==> src/rtl/dlfloat_operand_loader.sv <==
// -----------------------------------------------------------------------------
// dlfloat_operand_loader
//
// Purpose:
//   Collects a serial stream of DLFloat16 operand words into (A, B) pairs.
//   Words arrive A first, then B. Each completed pair is pushed into a small
//   first-word-fall-through FIFO that feeds a MAC. Every pair is tagged:
//     clr  - first pair of a new accumulation
//     last - final pair of an accumulation
//   Operand values are passed through bit-exact.
//
// Parameters:
//   DEPTH - number of operand pairs the FIFO holds (power of 2, >= 2)
//
// Optional feature macro:
//   DLF_ZERO_SKIP_EN - when defined, a completed pair that has a zero operand
//                      and last=0 is dropped rather than pushed. A zero pair
//                      with last=1 is still pushed so that the accumulation
//                      boundary survives.
//
// Ports:
//   clk        in   1         single clock, rising edge
//   rst_n      in   1         asynchronous active-low reset
//   in_data    in   16        DLFloat16 operand word (A, then B)
//   in_valid   in   1         in_data valid this cycle
//   in_ready   out  1         word accepted when in_valid && in_ready
//   in_last    in   1         sampled with a B word: last pair of a dot product
//   out_a      out  16        head pair, operand A (0 when empty)
//   out_b      out  16        head pair, operand B (0 when empty)
//   out_valid  out  1         a pair is presented
//   out_ready  in   1         MAC consumes the presented pair
//   out_clr    out  1         head pair starts a new accumulation
//   out_last   out  1         head pair ends an accumulation
//   level      out  AW+1      number of pairs stored
//   err_odd    out  1         sticky: in_last seen with an A word
// -----------------------------------------------------------------------------
module dlfloat_operand_loader #(
    parameter int DEPTH = 4
) (
    input  logic                       clk,
    input  logic                       rst_n,
    input  logic [15:0]                in_data,
    input  logic                       in_valid,
    output logic                       in_ready,
    input  logic                       in_last,
    output logic [15:0]                out_a,
    output logic [15:0]                out_b,
    output logic                       out_valid,
    input  logic                       out_ready,
    output logic                       out_clr,
    output logic                       out_last,
    output logic [$clog2(DEPTH):0]     level,
    output logic                       err_odd
);

    localparam int          AW       = $clog2(DEPTH);
    localparam logic [AW:0] LVL_FULL = (AW + 1)'(DEPTH);

    typedef enum logic {
        S_A = 1'b0,
        S_B = 1'b1
    } phase_t;

    phase_t          state_r;
    phase_t          state_nxt_s;
    logic [15:0]     hold_r;
    logic            clr_pend_r;
    logic            err_odd_r;
    logic [AW-1:0]   wr_ptr_r;
    logic [AW-1:0]   rd_ptr_r;
    logic [AW:0]     level_r;

    logic [15:0]     mem_a_r    [DEPTH];
    logic [15:0]     mem_b_r    [DEPTH];
    logic            mem_last_r [DEPTH];
    logic            mem_clr_r  [DEPTH];

    logic            full_s;
    logic            in_ready_s;
    logic            accept_s;
    logic            load_hold_s;
    logic            pair_done_s;
    logic            odd_s;
    logic            push_s;
    logic            pop_s;
    logic            out_valid_s;

    // Fullness comes from the registered level only: a pop in the same cycle
    // does not open a slot, which keeps in_ready free of out_ready paths.
    assign full_s      = (level_r == LVL_FULL);
    assign out_valid_s = (level_r != {(AW + 1){1'b0}});
    assign accept_s    = in_valid && in_ready_s;
    assign pop_s       = out_valid_s && out_ready;

    // Input ready: A words are always taken (they only fill the hold register).
    always_comb begin
        in_ready_s = 1'b1;
        case (state_r)
            S_A:     in_ready_s = 1'b1;
            S_B:     in_ready_s = !full_s;
            default: in_ready_s = 1'b1;
        endcase
    end

    // Phase FSM next state and per-word actions.
    always_comb begin
        state_nxt_s = state_r;
        load_hold_s = 1'b0;
        pair_done_s = 1'b0;
        odd_s       = 1'b0;
        case (state_r)
            S_A: begin
                if (accept_s) begin
                    state_nxt_s = S_B;
                    load_hold_s = 1'b1;
                    odd_s       = in_last;
                end else begin
                    state_nxt_s = S_A;
                end
            end
            S_B: begin
                if (accept_s) begin
                    state_nxt_s = S_A;
                    pair_done_s = 1'b1;
                end else begin
                    state_nxt_s = S_B;
                end
            end
            default: begin
                state_nxt_s = S_A;
            end
        endcase
    end

`ifdef DLF_ZERO_SKIP_EN
    // Drop zero-operand pairs unless they carry the accumulation boundary.
    assign push_s = pair_done_s &&
                    (in_last || ((hold_r != 16'h0000) && (in_data != 16'h0000)));
`else
    // Every completed pair goes into the FIFO.
    assign push_s = pair_done_s;
`endif

    // Phase state register.
    always_ff @(posedge clk or negedge rst_n) begin
        if (!rst_n) begin
            state_r <= S_A;
        end else begin
            state_r <= state_nxt_s;
        end
    end

    // Hold register for the A word, clear-pending tag and sticky odd error.
    always_ff @(posedge clk or negedge rst_n) begin
        if (!rst_n) begin
            hold_r     <= 16'h0000;
            clr_pend_r <= 1'b1;
            err_odd_r  <= 1'b0;
        end else begin
            if (load_hold_s) begin
                hold_r <= in_data;
            end
            // The pair after a last pair opens a new accumulation.
            if (push_s) begin
                clr_pend_r <= in_last;
            end
            if (odd_s) begin
                err_odd_r <= 1'b1;
            end
        end
    end

    // FIFO pointers and occupancy; pointers wrap naturally at DEPTH.
    always_ff @(posedge clk or negedge rst_n) begin
        if (!rst_n) begin
            wr_ptr_r <= {AW{1'b0}};
            rd_ptr_r <= {AW{1'b0}};
            level_r  <= {(AW + 1){1'b0}};
        end else begin
            if (push_s) begin
                wr_ptr_r <= wr_ptr_r + {{(AW - 1){1'b0}}, 1'b1};
            end
            if (pop_s) begin
                rd_ptr_r <= rd_ptr_r + {{(AW - 1){1'b0}}, 1'b1};
            end
            case ({push_s, pop_s})
                2'b10:   level_r <= level_r + {{AW{1'b0}}, 1'b1};
                2'b01:   level_r <= level_r - {{AW{1'b0}}, 1'b1};
                default: level_r <= level_r;
            endcase
        end
    end

    // FIFO storage; cleared on reset so no stale pair can ever surface.
    always_ff @(posedge clk or negedge rst_n) begin
        if (!rst_n) begin
            for (int i = 0; i < DEPTH; i++) begin
                mem_a_r[i]    <= 16'h0000;
                mem_b_r[i]    <= 16'h0000;
                mem_last_r[i] <= 1'b0;
                mem_clr_r[i]  <= 1'b0;
            end
        end else if (push_s) begin
            mem_a_r[wr_ptr_r]    <= hold_r;
            mem_b_r[wr_ptr_r]    <= in_data;
            mem_last_r[wr_ptr_r] <= in_last;
            mem_clr_r[wr_ptr_r]  <= clr_pend_r;
        end
    end

    // Head-of-FIFO presentation, forced to zero while empty.
    always_comb begin
        out_a    = 16'h0000;
        out_b    = 16'h0000;
        out_clr  = 1'b0;
        out_last = 1'b0;
        if (out_valid_s) begin
            out_a    = mem_a_r[rd_ptr_r];
            out_b    = mem_b_r[rd_ptr_r];
            out_clr  = mem_clr_r[rd_ptr_r];
            out_last = mem_last_r[rd_ptr_r];
        end else begin
            out_a    = 16'h0000;
            out_b    = 16'h0000;
            out_clr  = 1'b0;
            out_last = 1'b0;
        end
    end

    assign in_ready  = in_ready_s;
    assign out_valid = out_valid_s;
    assign level     = level_r;
    assign err_odd   = err_odd_r;

endmodule

==> config.mk <==
export PLATFORM = sky130hd
export DESIGN_NAME = dlfloat_operand_loader
export DESIGN_NICKNAME = d
export VERILOG_FILES = /design/src/rtl/dlfloat_operand_loader.sv
export SDC_FILE = /design/constraint.sdc
export NUM_CORES = 1
export LEC_CHECK = 0
export ABC_AREA = 1
export BUFFER_PORTS_ARGS = -buffer_cell sky130_fd_sc_hd__buf_2
export CORE_ASPECT_RATIO = 1.1
export CORE_MARGIN = 5
export CORE_UTILIZATION = 40
export CTS_CLUSTER_SIZE = 8
export DETAILED_ROUTE_END_ITERATION = 8
export SLEW_MARGIN = 10
export SYNTH_ARGS = -nofsm -noshare
export SYNTH_HDL_FRONTEND = slang
export SYNTH_SLANG_ARGS = --single-unit
==> constraint.sdc <==
create_clock -name clk -period 2.2 [get_ports clk]
set_input_delay 0.33 -clock clk [delete_from_list [all_inputs] [get_ports clk]]
set_output_delay 0.33 -clock clk [all_outputs]
set_load 0.03 [all_outputs]
==> results.ini <==
[clocking]
clk_latency_ns = 0.43
clkSlewWorstSetupHoldPaths_ns = 0.06
clkSinkCount = 162
cts_tree = yes
cts.path.max_buffers = 2
htree_levels = 4
numCtsBuffers = 17
cts_root_buf = clkbuf_16

[yosys]
synth-compound-area-share_pct = 12.5
ys_warn_count = 0
yosysUniqueCellTypes = 22
async_flop_share_pct = 100
synthCells = 984
synth_top_family_by_area = simple AND/OR/NAND/NOR gates
synth_xor_area_share_pct = 0.341
synthFlopType = dfrtp_1
synth_edf_count = 0
syn_area_sq_mm = 0.00770
yosysSeqAreaShare_pct = 52.7
syn_nets = 1013
yosys.area_share.adder_pct = 1.40
synth_mux_area_share_pct = 0
synthSimpleGateAreaFrac_pct = 19.8
ys_seq_elements = 162
syn_avg_cell_area_sq_um = 7.83

[global_route]
grt_antenna_before_repair = 0
gr-total-overflow = 0
grt_pass1_vias = 6171
grt_max_degree = 69
grt_usage_pct = 18.3
grt_first_pass_wirelength_um = 32200

[route]
wl_per_cell_um = 14.4
vias_per_cell = 4.70
routed_wl_um = 18500
drt-initial-drc-count = 430
remaining_drc_errors = 0
ant_nets = 0
vias = 6051
drt_pass1_iterations = 5

[power]
clkPwrFrac_pct = 19.8
switching_share_pct = 44.1
power.share.combinational_pct = 47.5
internal-power_mw = 8.55
seqPwrFrac_pct = 32.7
powerDensity_mw_per_mm2 = 1700
switchingPower_mw = 6.74
p_leak_nw = 4.69
ir_drop_mv = 1.08

[layout]
antenna_cells = 0
mostFrequentLayoutCells = 301 x nand2_1, 180 x inv_1, 158 x dfrtp_1
drive_above_1_share_pct = 13.1
fin_cells = 1288
layout_commonest_cell = nand2_1
area_growth_syn_to_layout_pct = 17.0
nets = 1057

[setup_path]
arrival_ns = 1.77
critPathCaptureType = output port
critPathMaxFanout = 34
crit_required_ns = 1.87
start_kind = flop
crit_type = flop to output port

[sta]
post-route-min-period_ns = 2.10
setup_viol = 0
fmax_mhz = 477
hold_viol = 0
final_min_period_over_clock_period_pct = 95.4
hold_ws_ns = 0.128
fin_skew_ns = 0.00968
tightest_slew_ns = 0.357
drv_slew = 0
maxSlewHeadroom_pct = 76.2

[placed_design]
place_inst = 1254
globalplace.congestion = 0.757
post-dp-hpwl_um = 11400
io_buffers = 60

[flow_run]
maxCapViolCount = 0

[floorplanning]
initial_core_util_pct = 40.5
core_area_sq_mm = 0.0190
dieArea_sq_mm = 0.0221
num_rows = 53
die_h_um = 156
ios = 61
fp.dieW_um = 142

[hold_path]
hold_class = input port to flop

[run_status]
outcome = finished clean

-- layout make-up --
class,instances,area [sq um]
Clock inverter,14,178
Sequential cell,162,4060
Multi-Input combinational cell,580,2670
Tap cell,247,309
Fill cell,1893,10000
Timing Repair Buffer,82,664
Clock buffer,18,429
Inverter,185,697
-- power groups by stage --
stage	Combinational, mW	Clock [mW]	Sequential [mW]
CTS	7.32	3.10	5.00
finish	7.26	3.03	5.00
floorplan	5.20	0	4.93
global placement	7.11	0	5.00
global route	8.27	3.24	5.18
detailed placement	7.21	0	5.04
-- per-layer routing --
layer	routed length (um)	track usage, %	part of all wire, %	up-vias
met5	0	0	0	-
met4	285	5.94	1.5	0
met3	861	3.87	4.7	19
met2	8450	29.4	46	105
met1	8920	24.8	48	2832
li1	-	-	-	3095
-- logic make-up (layout without fill, tap and decap cells) --
group | Yosys count | after routing
DFF | 162 | 162
and+or+nand+nor | 378 | 378
xor gates and xnor gates | 3 | 3
adders and majority gates | 8 | 8
AOI/OAI and AO/OA | 191 | 191
buffers and inverters | 242 | 299
-- metrics by stage --
| stage | utilization [%] | total power, mW | setup WS [ns] | cell area (sq um) | setup TNS (ns) |
|---|---|---|---|---|---|
| after floorplan | - | 10.1 | 0.0294 | 7750 | 0 |
| after global placement | 43.8 | 12.1 | 0.306 | 8340 | 0 |
| after detailed placement | 43.8 | 12.3 | 0.251 | 8340 | 0 |
| after global routing | 47.3 | 16.7 | -0.0267 | 9010 | -0.0267 |
| after CTS | 47.2 | 15.4 | 0.00232 | 8970 | 0 |
| final | 47.3 | 15.3 | 0.102 | 9010 | 0 |
-- flip-flops by register name, summed over array words and instances (netlist names) --
signal      cells
clr_pend_r      1
mem_last_r      4
mem_clr_r       4
hold_r         16
state_r         1
mem_a_r        64
mem_b_r        64
err_odd         1
rd_ptr_r        2
level           3
wr_ptr_r        2
-- worst max-delay path, stage by stage, from the launching register on --
cell	delay (ns)
dfrtp_1	0.44
inv_1	0.09
nand2_1	0.12
inv_2	0.06
buf_12	0.18
a21oi_1	0.23
buf_4	0.21
-- path summary, 6_finish.rpt --
| check | startpoint | end | slack [ns] | cells past startpoint |
|---|---|---|---|---|
| setup / recovery | level[2] | out_a[4] | 0.10 | 6 |
| min in group asynchronous | rst_n | mem_b_r[49] | 0.37 | 2 |
| max in group asynchronous | rst_n | clr_pend_r | 1.15 | 3 |
| setup reg to reg | level[0] | level[1] | 0.25 | 9 |
| hold reg to reg | err_odd | err_odd | 0.48 | 1 |
| hold / removal | in_data[2] | hold_r[2] | 0.13 | 3 |
-- Yosys cell counts, types with 7 or more instances --
cell type  number  share of area (%)
inv_1         182                8.9
a21oi_1        34                2.2
nand2_1       301                 15
ha_1            7                1.1
o21ai_0       140                9.1
buf_6           9                1.3
buf_2          19                1.2
buf_4           8               0.78
o21ai_1        16                1.0
dfrtp_1       161                 52
clkbuf_1       21                1.0
nand3_1        70                4.5
-- repair_timing --
action,in CTS,in global routing
hold endpoints to repair,28,0
setup buffers,0,1
resized for setup,7,8
endpoints found under the setup margin,5,19
hold buffers,1,0
Note: power is estimated with default switching activity, not from simulation.
